[src/rtl/riscv_muldiv_seq_pkg.sv]
// riscv_muldiv_seq_pkg: RV32M decode constants, sequencer state encoding and operand-sign helpers.
// Revision 1.0
`default_nettype none

package riscv_muldiv_seq_pkg;

  localparam logic [6:0] OPCODE_OP     = 7'b0110011;
  localparam logic [6:0] FUNCT7_MULDIV = 7'd1;

  localparam logic [2:0] MULDIV_MUL    = 3'd0;
  localparam logic [2:0] MULDIV_MULH   = 3'd1;
  localparam logic [2:0] MULDIV_MULHSU = 3'd2;
  localparam logic [2:0] MULDIV_MULHU  = 3'd3;
  localparam logic [2:0] MULDIV_DIV    = 3'd4;
  localparam logic [2:0] MULDIV_DIVU   = 3'd5;
  localparam logic [2:0] MULDIV_REM    = 3'd6;
  localparam logic [2:0] MULDIV_REMU   = 3'd7;

  typedef logic [1:0] state_t;
  localparam state_t ST_IDLE = 2'd0;
  localparam state_t ST_CALC = 2'd1;
  localparam state_t ST_FIX  = 2'd2;
  localparam state_t ST_DONE = 2'd3;

  typedef struct packed {
    logic [2:0] funct3;
    logic       negate;
  } op_ctl_t;

  function automatic logic rs1_is_signed(input logic [2:0] f);
    return (f != MULDIV_MULHU) && (f != MULDIV_DIVU) && (f != MULDIV_REMU);
  endfunction

  function automatic logic rs2_is_signed(input logic [2:0] f);
    return (f == MULDIV_MUL) || (f == MULDIV_MULH) || (f == MULDIV_DIV) || (f == MULDIV_REM);
  endfunction

endpackage

`default_nettype wire

[src/rtl/riscv_muldiv_seq_if.sv]
// riscv_muldiv_seq_if: request/response bundle between the execute stage and the mul/div sequencer.
// Revision 1.0
`default_nettype none

interface riscv_muldiv_seq_if #(
  parameter int XLEN = 32
);
  logic            in_valid;
  logic            in_ready;
  logic [2:0]      in_funct3;
  logic [XLEN-1:0] in_rs1;
  logic [XLEN-1:0] in_rs2;
  logic            kill;
  logic            busy;
  logic            out_valid;
  logic [XLEN-1:0] out_result;

  modport master (
    output in_valid, in_funct3, in_rs1, in_rs2, kill,
    input  in_ready, busy, out_valid, out_result
  );

  modport slave (
    input  in_valid, in_funct3, in_rs1, in_rs2, kill,
    output in_ready, busy, out_valid, out_result
  );
endinterface

`default_nettype wire

[src/rtl/riscv_muldiv_seq.sv]
// riscv_muldiv_seq: iterative RV32M unit, one shift-add / restoring-divide bit per cycle.
// Revision 1.0
`default_nettype none

module riscv_muldiv_seq
  import riscv_muldiv_seq_pkg::*;
#(
  parameter int XLEN = 32
) (
  input  wire logic           clock,
  input  wire logic           reset,
  riscv_muldiv_seq_if.slave   bus
);

  localparam int              CW       = $clog2(XLEN) + 1;
  localparam logic [CW-1:0]   LAST_BIT = CW'(XLEN - 1);
  localparam logic [XLEN-1:0] MIN_NEG  = {1'b1, {(XLEN-1){1'b0}}};

  state_t          state;
  logic [CW-1:0]   counter;
  op_ctl_t         ctl;
  logic [XLEN-1:0] acc;
  logic [XLEN-1:0] lo;
  logic [XLEN-1:0] opb;
  logic [XLEN-1:0] result;

  logic            sign1, sign2;
  logic [XLEN-1:0] mag1, mag2;
  logic            div_zero, div_ovf;
  logic [XLEN-1:0] special_res;
  logic [XLEN:0]   mul_sum, div_shift, div_diff;
  logic [2*XLEN-1:0] prod_fix;
  logic [XLEN-1:0] quot_fix, rem_fix, fix_res;

  // Two's-complement negation of 1<<(XLEN-1) yields itself, which is exactly
  // its unsigned magnitude, so XLEN-bit magnitudes lose nothing.
  always_comb begin
    sign1 = rs1_is_signed(bus.in_funct3) & bus.in_rs1[XLEN-1];
    sign2 = rs2_is_signed(bus.in_funct3) & bus.in_rs2[XLEN-1];
    mag1  = sign1 ? (~bus.in_rs1 + 1'b1) : bus.in_rs1;
    mag2  = sign2 ? (~bus.in_rs2 + 1'b1) : bus.in_rs2;

    div_zero = bus.in_funct3[2] && (bus.in_rs2 == '0);
    div_ovf  = bus.in_funct3[2] && !bus.in_funct3[0] &&
               (bus.in_rs1 == MIN_NEG) && (bus.in_rs2 == '1);
    if (div_zero)
      special_res = bus.in_funct3[1] ? bus.in_rs1 : '1;
    else
      special_res = bus.in_funct3[1] ? '0 : bus.in_rs1;
  end

  always_comb begin
    mul_sum   = {1'b0, acc} + (lo[0] ? {1'b0, opb} : '0);
    div_shift = {acc, lo[XLEN-1]};
    div_diff  = div_shift - {1'b0, opb};
  end

  always_comb begin
    prod_fix = ctl.negate ? -{acc, lo} : {acc, lo};
    quot_fix = ctl.negate ? -lo : lo;
    rem_fix  = ctl.negate ? -acc : acc;
    if (ctl.funct3[2])
      fix_res = ctl.funct3[1] ? rem_fix : quot_fix;
    else if (ctl.funct3 == MULDIV_MUL)
      fix_res = prod_fix[XLEN-1:0];
    else
      fix_res = prod_fix[2*XLEN-1:XLEN];
  end

  always_ff @(posedge clock) begin
    if (reset) begin
      state   <= ST_IDLE;
      counter <= '0;
      ctl     <= '0;
      acc     <= '0;
      lo      <= '0;
      opb     <= '0;
      result  <= '0;
    end else if (bus.kill) begin
      state   <= ST_IDLE;
      counter <= '0;
    end else begin
      case (state)
        ST_IDLE: begin
          if (bus.in_valid) begin
            ctl.funct3 <= bus.in_funct3;
            // Remainder follows the dividend sign; everything else takes the product/quotient sign.
            ctl.negate <= (bus.in_funct3[2] && bus.in_funct3[1]) ? sign1 : (sign1 ^ sign2);
            counter    <= '0;
            if (div_zero || div_ovf) begin
              result <= special_res;
              state  <= ST_DONE;
            end else begin
              acc   <= '0;
              lo    <= mag1;
              opb   <= mag2;
              state <= ST_CALC;
            end
          end
        end
        ST_CALC: begin
          if (ctl.funct3[2]) begin
            if (!div_diff[XLEN]) begin
              acc <= div_diff[XLEN-1:0];
              lo  <= {lo[XLEN-2:0], 1'b1};
            end else begin
              acc <= div_shift[XLEN-1:0];
              lo  <= {lo[XLEN-2:0], 1'b0};
            end
          end else begin
            acc <= mul_sum[XLEN:1];
            lo  <= {mul_sum[0], lo[XLEN-1:1]};
          end
          counter <= counter + CW'(1);
          if (counter == LAST_BIT)
            state <= ST_FIX;
        end
        ST_FIX: begin
          result <= fix_res;
          state  <= ST_DONE;
        end
        ST_DONE: state <= ST_IDLE;
        default: state <= ST_IDLE;
      endcase
    end
  end

  assign bus.in_ready   = (state == ST_IDLE);
  assign bus.busy       = (state != ST_IDLE);
  assign bus.out_valid  = (state == ST_DONE);
  assign bus.out_result = result;

endmodule

`default_nettype wire

[src/flat_wrapper.sv]
// flat-port wrapper written by rule: the top's interface ports become plain ports
module riscv_muldiv_seq_flat import riscv_muldiv_seq_pkg::*;
#(
  parameter int XLEN = 32
)
  (clock, reset, bus_in_valid, bus_in_funct3, bus_in_rs1, bus_in_rs2, bus_kill, bus_in_ready, bus_busy, bus_out_valid, bus_out_result);
  riscv_muldiv_seq_if #(.XLEN(XLEN)) bus_i ();
  input  wire logic clock;
  input  wire logic reset;
  input wire logic [$bits(bus_i.in_valid)-1:0] bus_in_valid;
  input wire logic [$bits(bus_i.in_funct3)-1:0] bus_in_funct3;
  input wire logic [$bits(bus_i.in_rs1)-1:0] bus_in_rs1;
  input wire logic [$bits(bus_i.in_rs2)-1:0] bus_in_rs2;
  input wire logic [$bits(bus_i.kill)-1:0] bus_kill;
  output wire logic [$bits(bus_i.in_ready)-1:0] bus_in_ready;
  output wire logic [$bits(bus_i.busy)-1:0] bus_busy;
  output wire logic [$bits(bus_i.out_valid)-1:0] bus_out_valid;
  output wire logic [$bits(bus_i.out_result)-1:0] bus_out_result;
  assign bus_i.in_valid = bus_in_valid;
  assign bus_i.in_funct3 = bus_in_funct3;
  assign bus_i.in_rs1 = bus_in_rs1;
  assign bus_i.in_rs2 = bus_in_rs2;
  assign bus_i.kill = bus_kill;
  assign bus_in_ready = bus_i.in_ready;
  assign bus_busy = bus_i.busy;
  assign bus_out_valid = bus_i.out_valid;
  assign bus_out_result = bus_i.out_result;
  riscv_muldiv_seq #(.XLEN(XLEN)) u_core (.clock(clock), .reset(reset), .bus(bus_i));
endmodule
[config.mk]
export PLATFORM = sky130hd
export DESIGN_NAME = riscv_muldiv_seq_flat
export DESIGN_NICKNAME = d
export VERILOG_FILES = /design/src/rtl/riscv_muldiv_seq_pkg.sv /design/src/rtl/riscv_muldiv_seq_if.sv /design/src/rtl/riscv_muldiv_seq.sv /design/src/flat_wrapper.sv
export SDC_FILE = /design/constraint.sdc
export NUM_CORES = 1
export LEC_CHECK = 0
export ABC_AREA = 1
export BUFFER_PORTS_ARGS = -buffer_cell sky130_fd_sc_hd__buf_2
export CAP_MARGIN = 10
export CORE_MARGIN = 1.5
export CORE_UTILIZATION = 30
export CTS_BUF_LIST = sky130_fd_sc_hd__clkbuf_8
export DETAILED_ROUTE_END_ITERATION = 10
export GPL_TIMING_DRIVEN = 0
export SETUP_SLACK_MARGIN = 0.05
export SLEW_MARGIN = 30
export SYNTH_ARGS = -nofsm -noshare
export SYNTH_HDL_FRONTEND = slang
export SYNTH_SLANG_ARGS = --single-unit
[constraint.sdc]
create_clock -name clock -period 3.3 [get_ports clock]
set_input_delay 0.66 -clock clock [delete_from_list [all_inputs] [get_ports clock]]
set_output_delay 0.66 -clock clock [all_outputs]
set_load 0.02 [all_outputs]
# Yosys cells after proc, flatten, opt, wreduce, memory -nomap -nowiden
# Index checks and enable logic that the tools add are counted.
# op_classes
addsub	8
n_eq_ne	16
muxes	32
bitwise_logic	7
reduce_logical	26
# ops
cell	n
32-bit 2-to-1 mux	20
32-bit one-hot mux with 2 select lines	3
32-bit by 1-bit adder with 32-bit output (second input constant)	2
32-bit == test (second input constant)	2
64-bit 2-to-1 mux	1
32-bit negation	2
64-bit negation	1
32-bit inverter	2
32-bit by 33-bit adder with 33-bit output	1
33-bit by 32-bit subtractor with 33-bit output	1
32-bit zero test	1
6-bit one-hot mux with 2 select lines	1
4-bit AND reduction	3
2-bit one-hot mux with 4 select lines	1
1-bit logical AND	7
6-bit by 1-bit adder with 6-bit output (second input constant)	1
3-bit == test (second input constant)	2
6-bit by 5-bit == test with 1-bit output (second input constant)	1
3-bit zero test	2
2-bit 2-to-1 mux	3
6-bit 2-to-1 mux	1
3-bit inequality test (second input constant)	2
2-bit nonzero test	3
2-bit == test (second input constant)	2
other kinds (15)	24
# totals
regBits	140
in_bits	71
out_inout_bits	35
wordCells	97

# Depth between registers and ports, before layout
# logic_depth
depth_word	8
ltp_mapped	20
depth_no_buf	19

# Least setup slack after synthesis
# Ideal clock, no wire load.
# synth_timing
path_kind	flip-flop to flip-flop
from	reg u_core.lo[0]
to	reg u_core.acc[15]
setup_time_ns	0.132
arrival_ns	2.423
required_ns	3.168
path_slack_ns	0.745
stages_incl_launch_ff	20
path_buffers	2
synth_period_minus_slack_ns	2.555
cell_sequence	dfxtp_1 -> buf_2 -> clkbuf_1 -> nand2_1 -> inv_1 -> ha_1 -> inv_1 -> fa_1 -> inv_1 -> nand2_1 -> o21bai_1 -> nand2_1 -> nand3_1 -> nand2_1 -> nand2_1 -> nand2_1 -> a21oi_1 -> nor2_1 -> nand2_1 -> a21oi_1
# synth_via
elab_chain_len	4
# synth_rtl
item	line_no	rtl
start, declared	riscv_muldiv_seq.sv:23	logic [XLEN-1:0] lo;
start signal, assigned	riscv_muldiv_seq.sv:95	lo <= mag1;
start signal, assigned	riscv_muldiv_seq.sv:105	lo <= {lo[XLEN-2:0], 1'b1};
start signal, assigned	riscv_muldiv_seq.sv:108	lo <= {lo[XLEN-2:0], 1'b0};
32-bit 2-to-1 mux	riscv_muldiv_seq.sv:53	mul_sum = {1'b0, acc} + (lo[0] ? {1'b0, opb} : '0);
32-bit by 33-bit adder with 33-bit output	riscv_muldiv_seq.sv:53	
32-bit 2-to-1 mux	riscv_muldiv_seq.sv:102	if (ctl.funct3[2]) begin
32-bit one-hot mux with 2 select lines	riscv_muldiv_seq.sv:83	case (state)
end signal, assigned	riscv_muldiv_seq.sv:104	acc <= div_diff[XLEN-1:0];
end signal, assigned	riscv_muldiv_seq.sv:107	acc <= div_shift[XLEN-1:0];
end signal, assigned	riscv_muldiv_seq.sv:111	acc <= mul_sum[XLEN:1];
end, declared	riscv_muldiv_seq.sv:22	logic [XLEN-1:0] acc;
# Every way passes these cells.
# A chain may end at the register's enable or synchronous reset.

# Final worst setup path
# layout_timing
from	reg u_core.acc[23]
to	reg u_core.acc[31]
# layout_via
elab_chain_len	4
word_cells_on_any_way	5
classes_between	2 x add/sub; 3 x mux
# layout_rtl
item	line_no	rtl
33-bit by 32-bit subtractor with 33-bit output	riscv_muldiv_seq.sv:55	div_diff = div_shift - {1'b0, opb};
32-bit 2-to-1 mux	riscv_muldiv_seq.sv:103	if (!div_diff[XLEN]) begin
32-bit 2-to-1 mux *	riscv_muldiv_seq.sv:102	
32-bit one-hot mux with 2 select lines *	riscv_muldiv_seq.sv:83	
# Every way passes the cells marked *; elsewhere a longest branch is shown, timed or not.

==> reports/summary.txt <==
CP Max Fanout: 10
Depth of the CTS H-tree: 4
Starting density of the core: 30.2%
Yosys top cell area share: 22.9%
Clock root buffer: clkbuf_8
Post-Synthesis Cells: 3429
First-pass DRT Iterations: 6
Max incr delay on CP: 890 ps
Share of layout cells above drive strength 1: 6.51%
Post-route antenna net violation count: 0
Share of flip-flops with an asynchronous set or reset: 0%
Power per Cell Area: 315 mW/mm2
Reg area: 0.00281 mm2
Required @ worst endpoint: 3650 ps
Drt total wl: 92.9 mm
First-pass GRT wire length: 134 mm
Row Count: 89
PortBufs: 104
Fillcell total: 6929
Synth area leaders: nand2_1 (23%), dfxtp_1 (16%), inv_1 (9.7%)
Die area: 0.0609 mm2
Post-CTS setup repair buffer count: 0
Setup TNS: 0 ps
DIE WIDTH: 247 um
Worst path cell trace: ha_1 > nand2_1 > nor2_1 > and2_1 > a21oi_1 > nand3_1 > nand2_4 > buf_6 > nand2_1 > nand2_1 > nand2_1 > nand2_1 > a21oi_1
Max Fclk: 310 MHz
Total I/O pin count: 106
Synthesized Nets: 3576
Status: complete, no violations
Avg Cell Area, Syn: 5.20 um2
Gpl congestion: 1.03
GRT Total Usage: 29.8%
Vias/cell: 5.31
Slew HR: 31.3%
Worst IR Drop VDD: 0.217 mV
Final instance area: 0.0198 mm2
Leakage Power: 0.0100 uW
Critical Path Sink Type: register
Area Overhead vs Synth: 11.2%
Ys flop type: dfxtp_1
Post-layout min period: 3220 ps
Worst-Skew Late Latency: 510 ps
Hold/Removal Path Class: input pin to register
Most frequent CP cell: nand2_1
Max-slew violations: 0
Iteration-0 DRC count of the detailed router: 2744
Critical path class: register to register
Count of final setup violators: 0
Seq cells post-synth: 140
Synth cell count leaders: nand2_1 (1086), inv_1 (462), nor2_1 (416)
Period utilisation layout: 97.6%
RSZ-0062 raised after global routing: true
CTS tree: done
Max Cap Viol: 0
CTS buffer count: 17
Count leader, synth: nand2_1
Crit path DAT: 3580 ps
Area of placed instances: 0.0193 mm2
Post-synthesis cell type count: 44
Antenna violations before repair: 1
Vias in the first global route: 20.5k
Pin count of the biggest net entering global routing: 17
Clk sinks: 140
Core area: 0.0589 mm2
Via count: 23.1k
HPWL after detailed placement: 76.3 mm
Post-layout nets: 3700
Clock Pin Slew Worst Setup and Hold Paths: 90 ps
Gr ovfl total: 0
Clock tree buffer depth: 2
Worst path slowest cell: dfxtp_1
Seq/Total Area, Yosys: 15.7%
Routed wire length per instance: 21.4 um
CTS Hold Bufs: 0
EDFF count, synth: 0
Worst Setup Start Kind: register
Number of remaining DRC errors: 0
Largest area contributor in the netlist: nand2_1
Mapped cell area: 0.0178 mm2
Layout Skew: 18.5 ps
Multi-input logic area: 0.0127 mm2
Total number of yosys warnings: 0
Final hold vios: 0
Die Height: 247 um
Worst-Margin Slew: 1030 ps
==> cell type report <==
| cell class | count | share of cell area (%) |
|---|---|---|
| diodes | 1 | 0.0126 |
| multi-input cells | 2681 | 64.1 |
| well taps | 773 | 4.88 |
| clock buffers | 18 | 1.25 |
| clock inverters | 14 | 0.802 |
| plain buffers | 135 | 3.11 |
| flip-flops and latches | 140 | 14.2 |
| inverters | 473 | 8.96 |
| repair buffers | 105 | 2.68 |
==> placed cells by master, fill, tap and decap left out, types with 3 or more instances in the layout <==
cell,count
or2_2,9
buf_2,119
nand3_1,288
dfxtp_1,137
nor2_2,13
nand2_2,8
inv_2,8
o211ai_1,10
and2_1,10
buf_1,14
o21ai_0,262
nand3_2,6
clkbuf_1,85
xnor2_1,24
nand3b_1,6
clkinv_1,3
nor2_1,411
nor3_1,34
xor2_1,51
nand2_1,1082
nand2_4,3
clkbuf_2,6
clkinvlp_4,3
buf_4,8
nand4_1,35
buf_6,8
o21bai_1,7
clkbuf_8,18
a21oi_1,314
ha_1,73
a21oi_2,3
o21ai_1,6
inv_1,463
a31oi_1,6
inv_6,5
==> state kept, by name (all words and copies together), names as in the netlist <==
name / count
u_core.acc: 32
u_core.bus.out_result: 32
u_core.counter: 6
u_core.ctl: 4
u_core.lo: 32
u_core.opb: 32
u_core.state: 2
==> worst max-delay path: cells and delay by family (launching register included) <==
kind | cells | cell delay [ps]
simple gates | 9 | 1140
flops | 1 | 890
fa+ha+maj | 1 | 460
compound gates | 2 | 420
buf+inv | 1 | 170
==> final timing paths <==
| path | start | to | slack (ps) | depth (start not counted) |
|---|---|---|---|---|
| max | u_core.acc[23] | u_core.acc[31] | 80 | 13 |
| min | bus_in_rs2[30] | u_core.opb[30] | 410 | 3 |
| max reg2reg | u_core.acc[23] | u_core.acc[31] | 80 | 13 |
| min reg2reg | u_core.counter[5] | u_core.counter[5] | 460 | 1 |
==> kinds of logic (layout without fill, tap and decap cells) <==
logic type / Yosys count / after routing / share of synthesized area (%)
AND/OR/NAND/NOR: 1913 / 1913 / 44.1
XOR/XNOR: 75 / 75 / 3.69
AO/OA/AOI/OAI: 617 / 617 / 17.7
flip-flops: 140 / 140 / 15.7
other: 0 / 1 / 0
buffers and inverters: 608 / 745 / 13.3
adder cells (fa/ha/maj): 76 / 76 / 5.42
==> timing repair <==
action | 4_1_cts | 5_1_grt
resized for setup | 11 | 21
gates cloned | 0 | 0
setup endpoints to repair | 33 | 36
pin swaps | 1 | 1
==> where the power goes <==
group	leakage (uW)	internal, uW	switching [uW]	total [uW]
clock network	0.000200	707	837	1540
logic	0.00869	796	1970	2770
registers	0.00114	1770	147	1920
total	0.0100	3280	2960	6230
==> routing by layer <==
metal / part of all wire (%) / wire [um] / up-vias / global-route usage (%)
li1: - / - / 11200 / -
met1: 44 / 41000 / 10500 / 41.1
met2: 42 / 38700 / 1194 / 44.9
met3: 9.7 / 9010 / 192 / 5.54
met4: 4.5 / 4160 / 0 / 13.2
met5: 0 / 0 / - / 0
==> per-stage QoR <==
| step | total power, uW | hold slack (ps) | setup WS [ps] | std cells | util (%) |
|---|---|---|---|---|---|
| final | 6230 | 413 | 79.1 | 4340 | 33.6 |
| after global routing | 6540 | 429 | 16.2 | 4340 | 33.6 |
| after CTS | 6140 | 386 | 14.0 | 4339 | 33.5 |
| after detailed placement | 4610 | 444 | -523 | 4307 | 32.8 |
| after global placement | 4630 | 435 | -509 | 4306 | 32.8 |
| after floorplan | 3650 | 422 | 745 | 3429 | - |
(Power assumes the default switching activity.)
